[src/rtl/alu_pkg.sv]
// ---------------------------------------------------------------------------
// alu_pkg
// Shared definitions for the ALU sharing controller slice.
//   - Opcode encodings understood by the shared 4-bit ALU
//   - is_legal_op(): tells whether an opcode can be sent to the ALU
//   - state_t: controller FSM state encoding
// ---------------------------------------------------------------------------
package alu_pkg;

  localparam logic [3:0] OP_ADDC = 4'b0001;
  localparam logic [3:0] OP_ADD  = 4'b0010;
  localparam logic [3:0] OP_SUB  = 4'b0011;
  localparam logic [3:0] OP_AND  = 4'b0100;
  localparam logic [3:0] OP_NOR  = 4'b0101;
  localparam logic [3:0] OP_XNOR = 4'b0110;
  localparam logic [3:0] OP_NOT  = 4'b0111;
  localparam logic [3:0] OP_LSR  = 4'b1000;

  // Only the eight opcodes above are implemented by the ALU. Anything else,
  // including 0000, is answered by the controller with the error flag set.
  function automatic logic is_legal_op(input logic [3:0] op);
    return (op >= OP_ADDC) && (op <= OP_LSR);
  endfunction

  typedef enum logic [1:0] {
    ST_IDLE = 2'd0,
    ST_EXEC = 2'd1,
    ST_RESP = 2'd2
  } state_t;

endpackage

[src/rtl/alu_rr_arb2.sv]
// ---------------------------------------------------------------------------
// alu_rr_arb2
// Two-way round-robin arbiter.
// Ports:
//   clk, rst_n  clock and asynchronous active-low reset
//   valid[1:0]  request lines (bit 0 = requester 0)
//   advance     pulse to hand priority to the other requester
//   grant[1:0]  one-hot grant, combinational from valid and the pointer
// ---------------------------------------------------------------------------
module alu_rr_arb2 (
  input  logic       clk,
  input  logic       rst_n,
  input  logic [1:0] valid,
  input  logic       advance,
  output logic [1:0] grant
);

  // Pointer names the requester that wins a tie; 0 after reset.
  logic ptr;

  // Priority pointer flips each time the controller finishes serving a
  // transaction, so two always-valid requesters alternate.
  always_ff @(posedge clk or negedge rst_n) begin
    if (!rst_n) begin
      ptr <= 1'b0;
    end else if (advance) begin
      ptr <= ~ptr;
    end
  end

  // A lone requester always wins; only a tie consults the pointer.
  always_comb begin
    grant = 2'b00;
    case (valid)
      2'b01:   grant = 2'b01;
      2'b10:   grant = 2'b10;
      2'b11:   grant = ptr ? 2'b10 : 2'b01;
      default: grant = 2'b00;
    endcase
  end

endmodule

[src/rtl/alu_share_ctrl.sv]
// ---------------------------------------------------------------------------
// alu_share_ctrl
// Shares one external combinational ALU between two requesters.
// Ports:
//   clk, rst_n                      clock, asynchronous active-low reset
//   reqN_valid/ready                request handshake per requester
//   reqN_a/b/op/cin                 operands, opcode, carry-in
//   rspN_valid/ready                response handshake per requester
//   rspN_result/cout/of/err         ALU result, flags, illegal-opcode flag
//   alu_a/b/op/cin                  drive to the external ALU
//   alu_out/cout/of                 results from the external ALU
//   busy                            high whenever a transaction is in flight
// ---------------------------------------------------------------------------
module alu_share_ctrl
  import alu_pkg::*;
#(
  parameter int WIDTH         = 4,
  parameter int SETTLE_CYCLES = 1
) (
  input  logic             clk,
  input  logic             rst_n,
  input  logic             req0_valid,
  output logic             req0_ready,
  input  logic [WIDTH-1:0] req0_a,
  input  logic [WIDTH-1:0] req0_b,
  input  logic [3:0]       req0_op,
  input  logic             req0_cin,
  input  logic             req1_valid,
  output logic             req1_ready,
  input  logic [WIDTH-1:0] req1_a,
  input  logic [WIDTH-1:0] req1_b,
  input  logic [3:0]       req1_op,
  input  logic             req1_cin,
  output logic             rsp0_valid,
  input  logic             rsp0_ready,
  output logic [WIDTH-1:0] rsp0_result,
  output logic             rsp0_cout,
  output logic             rsp0_of,
  output logic             rsp0_err,
  output logic             rsp1_valid,
  input  logic             rsp1_ready,
  output logic [WIDTH-1:0] rsp1_result,
  output logic             rsp1_cout,
  output logic             rsp1_of,
  output logic             rsp1_err,
  output logic [WIDTH-1:0] alu_a,
  output logic [WIDTH-1:0] alu_b,
  output logic [3:0]       alu_op,
  output logic             alu_cin,
  input  logic [WIDTH-1:0] alu_out,
  input  logic             alu_cout,
  input  logic             alu_of,
  output logic             busy
);

  localparam logic [3:0] SETTLE_LOAD = 4'(SETTLE_CYCLES - 1);

  state_t           state_q, state_d;
  logic [1:0]       arb_valid, grant;
  logic             accept, advance;
  logic             owner_q;
  logic [WIDTH-1:0] a_q, b_q, result_q;
  logic [3:0]       op_q, cnt_q;
  logic             cin_q, cout_q, of_q, err_q;
  logic [WIDTH-1:0] win_a, win_b;
  logic [3:0]       win_op;
  logic             win_cin;

  // Requests are only visible to the arbiter while idle and out of reset,
  // so ready can never rise during EXEC/RESP or while rst_n is held low.
  assign arb_valid = (state_q == ST_IDLE && rst_n) ? {req1_valid, req0_valid} : 2'b00;

  alu_rr_arb2 u_arb (
    .clk     (clk),
    .rst_n   (rst_n),
    .valid   (arb_valid),
    .advance (advance),
    .grant   (grant)
  );

  assign win_a   = grant[1] ? req1_a   : req0_a;
  assign win_b   = grant[1] ? req1_b   : req0_b;
  assign win_op  = grant[1] ? req1_op  : req0_op;
  assign win_cin = grant[1] ? req1_cin : req0_cin;

  // State register.
  always_ff @(posedge clk or negedge rst_n) begin
    if (!rst_n) begin
      state_q <= ST_IDLE;
    end else begin
      state_q <= state_d;
    end
  end

  // Next state and every output. The ALU sees the latched operands only in
  // EXEC and zeros otherwise; response data is zero unless that requester's
  // rsp_valid is high, which keeps all outputs quiet in IDLE and reset.
  always_comb begin
    state_d     = state_q;
    accept      = 1'b0;
    advance     = 1'b0;
    req0_ready  = 1'b0;
    req1_ready  = 1'b0;
    rsp0_valid  = 1'b0;
    rsp0_result = '0;
    rsp0_cout   = 1'b0;
    rsp0_of     = 1'b0;
    rsp0_err    = 1'b0;
    rsp1_valid  = 1'b0;
    rsp1_result = '0;
    rsp1_cout   = 1'b0;
    rsp1_of     = 1'b0;
    rsp1_err    = 1'b0;
    alu_a       = '0;
    alu_b       = '0;
    alu_op      = 4'b0000;
    alu_cin     = 1'b0;
    busy        = (state_q != ST_IDLE);

    case (state_q)
      ST_IDLE: begin
        if (grant != 2'b00) begin
          accept     = 1'b1;
          req0_ready = grant[0];
          req1_ready = grant[1];
          state_d    = is_legal_op(win_op) ? ST_EXEC : ST_RESP;
        end
      end
      ST_EXEC: begin
        alu_a   = a_q;
        alu_b   = b_q;
        alu_op  = op_q;
        alu_cin = cin_q;
        if (cnt_q == 4'd0) begin
          state_d = ST_RESP;
        end
      end
      ST_RESP: begin
        if (!owner_q) begin
          rsp0_valid  = 1'b1;
          rsp0_result = result_q;
          rsp0_cout   = cout_q;
          rsp0_of     = of_q;
          rsp0_err    = err_q;
          if (rsp0_ready) begin
            advance = 1'b1;
            state_d = ST_IDLE;
          end
        end else begin
          rsp1_valid  = 1'b1;
          rsp1_result = result_q;
          rsp1_cout   = cout_q;
          rsp1_of     = of_q;
          rsp1_err    = err_q;
          if (rsp1_ready) begin
            advance = 1'b1;
            state_d = ST_IDLE;
          end
        end
      end
      default: state_d = ST_IDLE;
    endcase
  end

  // Operand latch on accept, settle countdown in EXEC, and result capture
  // on the last settle cycle. An illegal opcode skips EXEC, so its error
  // response is preloaded here at accept time.
  always_ff @(posedge clk or negedge rst_n) begin
    if (!rst_n) begin
      owner_q  <= 1'b0;
      a_q      <= '0;
      b_q      <= '0;
      op_q     <= 4'b0000;
      cin_q    <= 1'b0;
      cnt_q    <= 4'd0;
      result_q <= '0;
      cout_q   <= 1'b0;
      of_q     <= 1'b0;
      err_q    <= 1'b0;
    end else if (accept) begin
      owner_q  <= grant[1];
      a_q      <= win_a;
      b_q      <= win_b;
      op_q     <= win_op;
      cin_q    <= win_cin;
      cnt_q    <= SETTLE_LOAD;
      result_q <= '0;
      cout_q   <= 1'b0;
      of_q     <= 1'b0;
      err_q    <= !is_legal_op(win_op);
    end else if (state_q == ST_EXEC) begin
      if (cnt_q == 4'd0) begin
        result_q <= alu_out;
        cout_q   <= alu_cout;
        of_q     <= alu_of;
      end else begin
        cnt_q <= cnt_q - 4'd1;
      end
    end
  end

endmodule

[config.mk]
export PLATFORM = sky130hd
export DESIGN_NAME = alu_share_ctrl
export DESIGN_NICKNAME = d
export VERILOG_FILES = /design/src/rtl/alu_pkg.sv /design/src/rtl/alu_rr_arb2.sv /design/src/rtl/alu_share_ctrl.sv
export SDC_FILE = /design/constraint.sdc
export NUM_CORES = 1
export LEC_CHECK = 0
export CAP_MARGIN = 25
export CORE_ASPECT_RATIO = 0.5
export CORE_MARGIN = 2
export CORE_UTILIZATION = 48
export CTS_CLUSTER_SIZE = 16
export DETAILED_ROUTE_END_ITERATION = 6
export PLACE_DENSITY = 0.9
export RECOVER_POWER = 50
export SLEW_MARGIN = 0
export SYNTH_ARGS = -nofsm -noshare
export SYNTH_HDL_FRONTEND = slang
export SYNTH_SLANG_ARGS = --single-unit
[constraint.sdc]
create_clock -name clk -period 3.1 [get_ports clk]
set_clock_uncertainty 0.15 [all_clocks]
set_input_delay 0.465 -clock clk [delete_from_list [all_inputs] [get_ports clk]]
set_output_delay 0.465 -clock clk [all_outputs]
set_load 0.01 [all_outputs]
==> impl_metrics.py, run 1 <==
metrics = {
    "setup_path": {
        "start_kind": "input pin",
        "reg2reg_depth": 4,
        "critPathCaptureType": "primary output",
        "required_ps": 2480,
        "worstSetupPathType": "input pin to primary output",
        "cp.arrival_ps": 2130,
        "crit_fanout": 4,
    },
    "floorplanning": {
        "num_io_pins": 70,
        "die_w_um": 91.5,
        "rows": 15,
        "fp.dieH_um": 47.8,
        "initial_core_util_pct": 51.8,
        "dieArea_um2": 4370,
        "core_area_um2": 3550,
    },
    "clocking": {
        "clock_latency_ps": 290,
        "numCtsBuffers": 3,
        "tritoncts": "built",
        "cts_hold_buf": 0,
        "clockRootBuffer": "clkbuf_8",
        "clk_pin_slew_worst_paths_ps": 100,
        "cts_setup_buffers": 0,
        "clkSinkCount": 28,
        "h-tree-depth": 1,
        "post_cts_resized": 0,
        "clockBufferDepth": 2,
    },
    "detailed_routing": {
        "ant_nets": 0,
        "dr.pass1.iters": 4,
        "post_drt_wl_per_cell_um": 17.5,
        "vias": 1908,
        "viasPerCell": 6.06,
        "drcViolationCount": 0,
        "routed_wl_mm": 5.51,
        "drt-initial-drc-count": 184,
    },
    "grt": {
        "grt_max_degree": 30,
        "first_global_vias": 1756,
        "antenna_found_initial": 0,
        "grt_usage_pct": 25.8,
        "grt_overflow_total": 0,
        "grt_pass1_wl_mm": 8.60,
    },
    "cells_and_area": {
        "drive_above_1_share_pct": 12.1,
        "diodes": 0,
        "multiInputGateArea_um2": 991,
        "nNetsFinal": 304,
        "regArea_um2": 701,
        "area_delta_synth_final_pct": 42.1,
        "fill_cells": 250,
    },
    "timing": {
        "final_hold_viol_count": 0,
        "slew_viol_final": 0,
        "min_period_over_period_pct": 88.6,
        "rsz0062_at_grt": "no",
        "slew_headroom_pct": 33.0,
        "post-route-min-period_ps": 2750,
        "setup_viol": 0,
        "fmax_ghz": 0.364,
        "hold_slack_ps": 409,
        "fin_tns_setup_ps": 0,
        "worst_slew_pin_slew_ps": 1000,
    },
    "synthesis": {
        "syn_inst": 201,
        "synth_edf_count": 0,
        "synthFlopType": "dfrtp_1",
        "synth_cell_type_count": 43,
        "yosysMostFrequentCell": "dfrtp_1",
        "synthArstFlopShare_pct": 100,
        "syn-mean-instance-area_um2": 9.14,
        "synth_common_cells": "dfrtp_1 (28), and2_1 (20), a21oi_1 (19), nand4_1 (13), a31oi_1 (12)",
        "yosysTopAreaCell": "dfrtp_1",
        "ys_ff_latch": 28,
        "yosysWarningCount": 0,
        "ys_seq_area_share_pct": 38.1,
        "syn_area_um2": 1840,
        "synth.top_cell.area_share_pct": 38.1,
        "syn-num-nets": 240,
        "synth_area_leaders": "dfrtp_1 (38%), and2_1 (6.8%), o31ai_2 (6.1%)",
    },
    "power_and_ir_drop": {
        "p_leak_nw": 1.03,
        "total_power_mw": 2.07,
        "p_per_area_nw_per_um2": 794,
        "peakVddDrop_v": 0.000292,
    },
    "place": {
        "gp_congestion": 0.853,
        "hpwl_mm": 3.75,
        "portBuffers": 69,
    },
    "outcome": {
        "status": "complete, no violations",
    },
    "worst_hold_path": {
        "hold_path_depth": 2,
        "hold_class": "flop to flop",
    },
    "run": {
        "maxCapViolations": 0,
    },
}
==> state kept, by name (all words and copies together), names as in the netlist <==
register   count
u_arb.ptr      1
err_q          1
op_q           4
of_q           1
a_q            4
result_q       4
cnt_q          4
cout_q         1
state_q        2
owner_q        1
cin_q          1
b_q            4
==> metrics by stage <==
stage | area (um2) | std cells | util [%] | worst slack [ps]
floorplan | 1840 | 201 | - | 1360
global placement | 2550 | 311 | 71.9 | 515
detailed placement | 2550 | 311 | 71.9 | 450
CTS | 2620 | 315 | 73.9 | 415
global route | 2610 | 315 | 73.6 | 276
finish | 2610 | 315 | 73.6 | 355
==> worst max-delay path, cell delays in order <==
cell and delay, ps:
dlygate4sd3_1 540, nor3b_2 280, nand3_1 200, inv_1 100, clkdlybuf4s50_1 540
==> cells in the final DEF, fill, tap and decap left out, types with 2 or more instances in the layout <==
master / count
a21oi_1: 19
a21oi_2: 4
a31oi_1: 12
and2_1: 21
and3_1: 7
buf_4: 8
clkbuf_1: 2
clkbuf_8: 3
clkdlybuf4s50_1: 66
dfrtp_1: 28
dlygate4sd3_1: 3
inv_1: 7
nand2_1: 3
nand2b_1: 3
nand3_1: 9
nand4_1: 13
nor2_1: 2
nor2b_1: 3
nor3_1: 2
o21ai_0: 9
o221ai_1: 2
o31ai_1: 3
o31ai_2: 9
or2_2: 2
or3_1: 2
or4_1: 2
xor2_1: 2
==> cell families (layout without fill, tap and decap cells) <==
kind of cell | after synthesis | count (layout) | share of synthesized area, %
compound gates | 66 | 66 | 26.2
buf+inv | 27 | 90 | 7.83
mux | 1 | 1 | 0.545
flops | 28 | 28 | 38.1
xor+xnor | 3 | 3 | 1.43
fa+ha+maj | 1 | 1 | 0.681
simple gates | 75 | 75 | 25.2
==> per-layer routing <==
layer | wire [um] | track usage (%) | vias to the layer above
li1 | - | - | 864
met1 | 2150 | 30.6 | 921
met2 | 2820 | 49.4 | 107
met3 | 424 | 5.04 | 16
met4 | 120 | 9.70 | 0
met5 | 0 | 0 | -
==> power by group <==
group / switching [mW] / leakage (nW) / total (mW) / internal [mW]
sequential: 0.141 / 0.343 / 0.681 / 0.540
combinational: 0.618 / 0.651 / 1.09 / 0.476
clock: 0.124 / 0.0357 / 0.298 / 0.173
==> layout make-up <==
class,instances,share of cell area [%]
Tap cell,51,2.44
Clock inverter,1,1.15
Clock buffer,3,1.58
Sequential cell,28,26.8
Timing Repair Buffer,79,29.0
Inverter,7,1.01
Multi-Input combinational cell,146,37.9
==> final timing paths <==
kind / start / endpoint / slack, ps
max in group asynchronous: rst_n / state_q[0]$_DFFE_PN0P_ / 2020
min in group asynchronous: rst_n / a_q[2]$_DFFE_PN0P_ / 500
worst max-delay path: rst_n / req0_ready / 350
worst max register to register: state_q[0]$_DFFE_PN0P_ / a_q[2]$_DFFE_PN0P_ / 690
worst min register to register: cin_q$_DFFE_PN0P_ / cin_q$_DFFE_PN0P_ / 410
worst min-delay path: cin_q$_DFFE_PN0P_ / cin_q$_DFFE_PN0P_ / 410
(Power assumes the default switching activity.)
==> inputs of run 2 (changes only) <==
Settings changed: SKIP_LAST_GASP set to 1.
==> results of run 2 <==
No change in the layout: final DEF, timing and power equal those of run 1.
